==> config.mk <==
export PLATFORM = sky130hd
export DESIGN_NAME = sram_req_arbiter
export DESIGN_NICKNAME = d
export VERILOG_FILES = /design/src/rtl/sram_arb_pkg.sv /design/src/rtl/sram_req_arbiter.sv
export SDC_FILE = /design/constraint.sdc
export NUM_CORES = 1
export LEC_CHECK = 0
export ABC_AREA = 1
export CAP_MARGIN = 10
export CORE_AREA = 2 2 107 109
export CTS_CLUSTER_SIZE = 40
export DETAILED_ROUTE_END_ITERATION = 8
export DIE_AREA = 0 0 109 111
export PLACE_DENSITY = 0.62
export SLEW_MARGIN = 25
export SYNTH_ARGS = -nofsm -noshare
export SYNTH_HDL_FRONTEND = slang
export SYNTH_SLANG_ARGS = --single-unit
==> constraint.sdc <==
create_clock -name clk -period 2.61 [get_ports clk]
set_input_delay 0.3915 -clock clk [delete_from_list [all_inputs] [get_ports clk]]
set_output_delay 0.3915 -clock clk [all_outputs]
set_load 0.02 [all_outputs]
==> src/rtl/sram_arb_pkg.sv <==
// sram_arb_pkg
//   Shared definitions for the SRAM request arbiter: response-owner
//   encodings and the default starvation limit for instruction fetch.
package sram_arb_pkg;

  // Owner of the response that returns one cycle after a grant.
  typedef enum logic [1:0] {
    RESP_NONE = 2'b00,
    RESP_INST = 2'b01,
    RESP_DATA = 2'b10
  } resp_sel_e;

  // Consecutive denied fetch cycles before fetch is forced to win.
  localparam int STARVE_MAX_DEFAULT = 4;

endpackage

==> src/rtl/sram_req_arbiter.sv <==
// sram_req_arbiter
//   Arbitrates the core's instruction-fetch and load/store requests onto one
//   synchronous-read SRAM (1-cycle read latency). Data wins by default; a
//   saturating counter forces one fetch grant after STARVE_MAX denied cycles.
//   cancel blocks a fetch grant in its cycle and drops any in-flight fetch
//   response.
//
// Ports
//   clk, resetn          clock, synchronous active-low reset
//   cancel               pipeline flush from WB
//   inst_*               fetch request / accept / response
//   data_*               load/store request / accept / response
//   mem_*                SRAM port (mem_rdata valid the cycle after mem_en)
module sram_req_arbiter
  import sram_arb_pkg::*;
#(
  parameter int ADDR_W     = 32,
  parameter int DATA_W     = 32,
  parameter int STARVE_MAX = STARVE_MAX_DEFAULT
) (
  input  logic              clk,
  input  logic              resetn,
  input  logic              cancel,
  input  logic              inst_req,
  input  logic [ADDR_W-1:0] inst_addr,
  output logic              inst_addr_ok,
  output logic              inst_data_ok,
  output logic [DATA_W-1:0] inst_rdata,
  input  logic              data_req,
  input  logic              data_wr,
  input  logic [3:0]        data_wstrb,
  input  logic [ADDR_W-1:0] data_addr,
  input  logic [DATA_W-1:0] data_wdata,
  output logic              data_addr_ok,
  output logic              data_data_ok,
  output logic [DATA_W-1:0] data_rdata,
  output logic              mem_en,
  output logic [3:0]        mem_wen,
  output logic [ADDR_W-1:0] mem_addr,
  output logic [DATA_W-1:0] mem_wdata,
  input  logic [DATA_W-1:0] mem_rdata
);

  localparam logic [3:0] STARVE_LIM = 4'(STARVE_MAX);

  resp_sel_e  resp_sel_q, resp_sel_d;
  logic [3:0] starve_cnt_q, starve_cnt_d;
  logic       kill_q, kill_d;

  logic force_raw;   // starvation limit reached, ignoring cancel
  logic force_inst;
  logic gnt_inst;
  logic gnt_data;
  logic inst_would;  // fetch would have been granted had cancel been low

  // Grant logic. Every grant is gated by resetn so the SRAM and the masters
  // see nothing while reset is held.
  always_comb begin
    force_raw  = inst_req & (starve_cnt_q == STARVE_LIM);
    force_inst = resetn & force_raw & ~cancel;
    gnt_data   = resetn & data_req & ~force_inst;
    gnt_inst   = resetn & inst_req & ~cancel & (~data_req | force_inst);
    inst_would = inst_req & (~data_req | force_raw);
  end

  // SRAM port driven from whichever master won; idle bus reads as zero.
  always_comb begin
    mem_en    = gnt_inst | gnt_data;
    mem_wen   = 4'b0000;
    mem_addr  = '0;
    mem_wdata = '0;
    if (gnt_data) begin
      mem_addr  = data_addr;
      mem_wdata = data_wdata;
      mem_wen   = data_wr ? data_wstrb : 4'b0000;
    end else if (gnt_inst) begin
      mem_addr  = inst_addr;
    end
  end

  assign inst_addr_ok = gnt_inst;
  assign data_addr_ok = gnt_data;

  // A fetch response is suppressed both in the cancel cycle and in the cycle
  // after it, so a flushed fetch can never surface late.
  assign inst_data_ok = resetn & (resp_sel_q == RESP_INST) & ~cancel & ~kill_q;
  assign data_data_ok = resetn & (resp_sel_q == RESP_DATA);
  assign inst_rdata   = inst_data_ok ? mem_rdata : '0;
  assign data_rdata   = data_data_ok ? mem_rdata : '0;

  // Next-state logic for the response owner, starvation counter and kill flag.
  always_comb begin
    resp_sel_d = RESP_NONE;
    if (gnt_inst) begin
      resp_sel_d = RESP_INST;
    end else if (gnt_data) begin
      resp_sel_d = RESP_DATA;
    end

    starve_cnt_d = starve_cnt_q;
    if (gnt_inst | ~inst_req | cancel) begin
      starve_cnt_d = 4'd0;
    end else if (starve_cnt_q != STARVE_LIM) begin
      starve_cnt_d = starve_cnt_q + 4'd1;
    end

    kill_d = cancel & (inst_would | (resp_sel_q == RESP_INST));
  end

  always_ff @(posedge clk) begin
    if (!resetn) begin
      resp_sel_q   <= RESP_NONE;
      starve_cnt_q <= 4'd0;
      kill_q       <= 1'b0;
    end else begin
      resp_sel_q   <= resp_sel_d;
      starve_cnt_q <= starve_cnt_d;
      kill_q       <= kill_d;
    end
  end

endmodule
-- Yosys cells after proc, flatten, opt, wreduce, memory -nomap -nowiden
Cells that the tools add are included.
- register bits after elaboration: 7
- input bits: 138
- output and inout bits: 137
- logic and storage cells: 46
- add/subtract/negate cells: 1
- equality and inequality tests: 4
- multiplexer cells: 9
- bitwise gates (word level): 26
- reductions and logical operators: 2
- operator list (operator ; number):
    32-bit 2-to-1 mux ; 5
    1-bit AND ; 14
    4-bit 2-to-1 mux ; 2
    1-bit inverter ; 6
    1-bit bitwise OR ; 6
    4-bit by 1-bit adder with 4-bit output (second input constant) ; 1
    4-bit by 3-bit == test with 1-bit output (second input constant) ; 1
    4-bit by 3-bit inequality test with 1-bit output (second input constant) ; 1
    2-bit OR reduction ; 2
    2-bit by 1-bit == test with 1-bit output (second input constant) ; 1
    2-bit == test (second input constant) ; 1
    2-bit 2-to-1 mux ; 1
    1-bit 2-to-1 mux ; 1

-- Depth between registers and ports, before layout
- depth after elaboration: 9
- gate-level depth with buffers: 9
- gate-level depth less buffers: 7

-- Worst setup path before layout
Ideal clock, no wire load.
- path kind: register to output
- start point: register starve_cnt_q[0]
- end point: output mem_wdata[14]
- arrival time: 1430 ps
- data required time: 2219 ps
- slack: 788 ps
- cell stages (with the launch flop): 10
- buffers on the path: 2
- path through: dfxtp_1 -> inv_1 -> ha_1 -> nand2_1 -> nor2_1 -> nand2_2 -> nand2_1 -> buf_6 -> buf_6 -> nor2_1
- word-level cells in the longest chain between the ends: 7
- ends and longest elaborated chain (element ; line ; source):
    start: declaration ; sram_req_arbiter.sv:47 ; logic [3:0] starve_cnt_q, starve_cnt_d;
    start signal: assignment ; sram_req_arbiter.sv:117 ; starve_cnt_q <= starve_cnt_d;
    4-bit by 3-bit == test with 1-bit output ; sram_req_arbiter.sv:59 ; force_raw = inst_req & (starve_cnt_q == STARVE_LIM);
    1-bit AND ; sram_req_arbiter.sv:59 ;
    1-bit AND (2 in a row) ; sram_req_arbiter.sv:60 ; force_inst = resetn & force_raw & ~cancel;
    1-bit inverter ; sram_req_arbiter.sv:61 ; gnt_data = resetn & data_req & ~force_inst;
    1-bit AND ; sram_req_arbiter.sv:61 ;
    32-bit 2-to-1 mux ; sram_req_arbiter.sv:72 ; if (gnt_data) begin
    end: declaration ; sram_req_arbiter.sv:40 ; output logic [DATA_W-1:0] mem_wdata,
Every way passes these cells.

-- Worst setup path in the final report
- start point: input resetn
- end point: output mem_en
- word-level cells in the longest chain between the ends: 5
- elaborated cells on any way between the ends: 10
- those cells by class: bitwise: 10
- ends and longest elaborated chain (element ; line ; source):
    start: declaration ; sram_req_arbiter.sv:22 ; input logic resetn,
    1-bit AND (2 in a row) ; sram_req_arbiter.sv:60 ;
    1-bit bitwise OR / 1-bit inverter (equally long branches) ; sram_req_arbiter.sv:62, sram_req_arbiter.sv:61 ;
    1-bit AND (on tied branches) ; sram_req_arbiter.sv:62, sram_req_arbiter.sv:61 ;
    1-bit bitwise OR (*) ; sram_req_arbiter.sv:68 ; mem_en = gnt_inst | gnt_data;
    end: declaration ; sram_req_arbiter.sv:37 ; output logic mem_en,
Mark *: on every way between the ends. The rest lies on a longest branch, timed or not.

==> flow_metrics.tcl <==
set metrics [dict create \
    switching_power_uw 286 \
    cp_num_buf_inv 3 \
    m1WireLength_mm 2.96 \
    timing.final.crit_period_ns 2.50 \
    synth_fa_ha_area_share_pct 1.62 \
    synthToLayoutAreaGrowth_pct 206 \
    report.final.setup_viol 0 \
    grt_start_max_net_pins 39 \
    clkSlewWorstSetupHoldPaths_ns 0.04 \
    r2r-start "starve_cnt_q[0]$_SDFFE_PP0P_" \
    cts.sinks 7 \
    vias_per_cell 3.95 \
    post_dp_cell_area_mm2 0.00451 \
    syn_avg_cell_area_um2 4.54 \
    drive_above_1_share_pct 2.64 \
    fin_nets 746 \
    final_core_util_pct 42.6 \
    ant_nets 0 \
    syn_inst 339 \
    io_pins 275 \
    antenna_found_initial 0 \
    crit_chain "clkdlybuf4s50_1 -> nand2_1 -> nor2_4 -> buf_4 -> nand2_1 -> nand2_1 -> clkdlybuf4s50_1" \
    initial_core_util_pct 13.9 \
    core_mm2 0.0111 \
    routedWlPerCell_um 11.6 \
    cellPowerDensity_mw_per_mm2 194 \
    track_usage_pct 12.7 \
    hold_viol 0 \
    fp.dieH_um 111 \
    drv_cap 0 \
    worstHoldPathType "reg -> reg" \
    pwr-share-comb_pct 59.1 \
    synth_top_family_by_area "simple AND/OR/NAND/NOR gates" \
    fmax_mhz 401 \
    internal-power_uw 626 \
    design_area_mm2 0.00472 \
    finalCritPeriodShare_pct 95.6 \
    fp.dieW_um 109 \
    relSlewSlack_pct 82.8 \
    ys_types 16 \
    finalClockSkew_ns 0.00194 \
    grt.overflow.total 0 \
    dr.max_layer_used "met4" \
    route.met3.wl_mm 1.00 \
    rsz0062_at_grt "no" \
    cts_buffers 3 \
    std_cell_rows 39 \
    routabilityCongestion 0.800 \
    max_stage_delay_ns 0.62 \
    ys_seq_elements 7 \
    yosys.area_share.xor_xnor_pct 0.569 \
    drtIter0Drc 153 \
    vias 2953 \
    crit_path_start_kind "primary input" \
    holdCritStartpoint "starve_cnt_q[0]$_SDFFE_PP0P_" \
    dieArea_mm2 0.0121 \
    setup_ws_ns 0.115 \
    postCtsSetupRepairBufs 0 \
    pwr-share-clk_pct 28.7 \
    grt_pass1_vias 2607 \
    clock_path_buffers 2 \
    antennaDiodeCount 0 \
    sw_frac_of_total_pct 31.3 \
    synthMuxAreaShare_pct 0 \
    htreeDepth 1 \
    cp_common_cell "nand2_1" \
    cts-root-buf "clkbuf_16" \
    placed_cells 744 \
    grt_pass1_wl_mm 12.3 \
    worstReg2RegEnd "resp_sel_q[1]$_SDFF_PP0_" \
    cp_max_fo 4 \
    worstHoldEndpoint "starve_cnt_q[0]$_SDFFE_PP0P_" \
    drc 0 \
    hold_depth 1 \
    dpl.hpwl_mm 7.26 \
    crit_type "in -> out" \
    p_leak_nw 3.27 \
    tritoncts "yes" \
    status "finished, final reports clean" \
    yosys_warnings 0 \
    synth-compound-area-share_pct 1.14 \
    cp-end-kind "output pin" \
    r2r_cells 8 \
    cp.required_ns 2.22 \
    first_pass_iters 4 \
    worst_ep_arrival_time_ns 2.10 \
    slew_viol_final 0 \
    reg2reg_slack_ns 1.25 \
    cp_top_family "buffers and inverters" \
    synth_area_mm2 0.00154 \
    wl_mm 8.66 \
    clock_latency_ns 0.23 \
    synth_nets 479 \
    fin_setup_tns_ns 0 \
    finalPower_uw 913 \
    peakVddDrop_uv 185 \
    final_cells 748 \
    port_buffers 274 \
    cp_slowest_cell "clkdlybuf4s50_1" \
    fillers 1160 \
    pwr-share-seq_pct 12.2 \
    tightestPinTransition_ns 0.258 \
    whs_ns 0.461 \
    synth-simple-area-share_pct 61.7 \
    dp_slack_ns -0.0151 \
    ys_seq_area_share_pct 9.10 \
    wl_met2_mm 4.63 \
]
-- layout by cell type (no fill, tap or decap), drive strengths merged, types with 2 or more instances in the layout --
| cell | synthesis | layout |
|---|---|---|
| nand2 | 53 | 53 |
| a21oi | 2 | 2 |
| nand3 | 67 | 67 |
| dfxtp | 7 | 7 |
| nor2 | 108 | 108 |
| ha | 2 | 2 |
| dlymetal6s2s | 0 | 62 |
| clkdlybuf4s50 | 0 | 189 |
| clkbuf | 11 | 4 |
| inv | 76 | 76 |
| buf | 11 | 10 |
| dlygate4sd2 | 0 | 23 |
-- state kept, by name (all words and copies together), names as in the netlist --
| name | flops |
|---|---|
| resp_sel_q | 2 |
| kill_q | 1 |
| starve_cnt_q | 4 |
-- layer usage --
metal / GRT usage, % / vias up
li1: - / 1524
met1: 11.9 / 1270
met2: 26.0 / 157
met3: 3.41 / 2
met4: 3.08 / 0
met5: 0 / -
-- area by class of cell --
| cell class | instances | area (µm²) | share of cell area [%] |
|---|---|---|---|
| Timing Repair Buffer | 284 | 3030 | 64.3 |
| Multi-Input combinational cell | 234 | 1000 | 21.2 |
| Inverter | 76 | 285 | 6.05 |
| Tap cell | 143 | 179 | 3.79 |
| Sequential cell | 7 | 140 | 2.97 |
| Clock buffer | 4 | 78.8 | 1.67 |
-- worst max path at each step --
stage	start	end	slack [ns]	depth (start not counted)
detailed placement	resetn	mem_wdata[12]	-0.02	8
CTS	resetn	mem_wdata[8]	0.0002	8
floorplan	starve_cnt_q[0]$_SDFFE_PP0P_	mem_wdata[14]	0.79	9
finish	resetn	mem_en	0.11	7
global route	resetn	data_rdata[1]	0.005	7
global placement	resetn	mem_wdata[2]	0.02	8
-- kinds of logic after synthesis --
group,after synthesis
AO/OA/AOI/OAI,3
XOR/XNOR,1
adder cells (fa/ha/maj),2
flip-flops,7
AND/OR/NAND/NOR,228
buffers and inverters,98
-- power by group through the flow --
stage	sequential (mW)	combinational, mW	clock [mW]
after CTS	0.111	0.554	0.269
after floorplan	0.112	0.196	0
after global placement	0.113	0.557	0
final	0.111	0.540	0.262
after detailed placement	0.113	0.561	0
after global routing	0.111	0.576	0.284
-- synthesized netlist by cell type --
library cell  count  area, µm²
nand3_1          67        335
inv_2             1       3.75
xnor2_1           1       8.76
inv_1            75        282
buf_6             3       33.8
o21a_1            1       7.51
clkbuf_1         11       41.3
buf_1             1       3.75
nand2_1          52        195
dfxtp_1           7        140
nor2_4            1       11.3
a21oi_1           2       10.0
buf_2             7       35.0
nor2_1          107        402
nand2_2           1       6.26
ha_1              2       25.0
-- repair_timing --
item                                    CTS  global route
gates resized for setup                  23            62
endpoints found under the setup margin   23            62
hold buffers                              0             0
No activity file was read; power rests on OpenSTA's default activity.
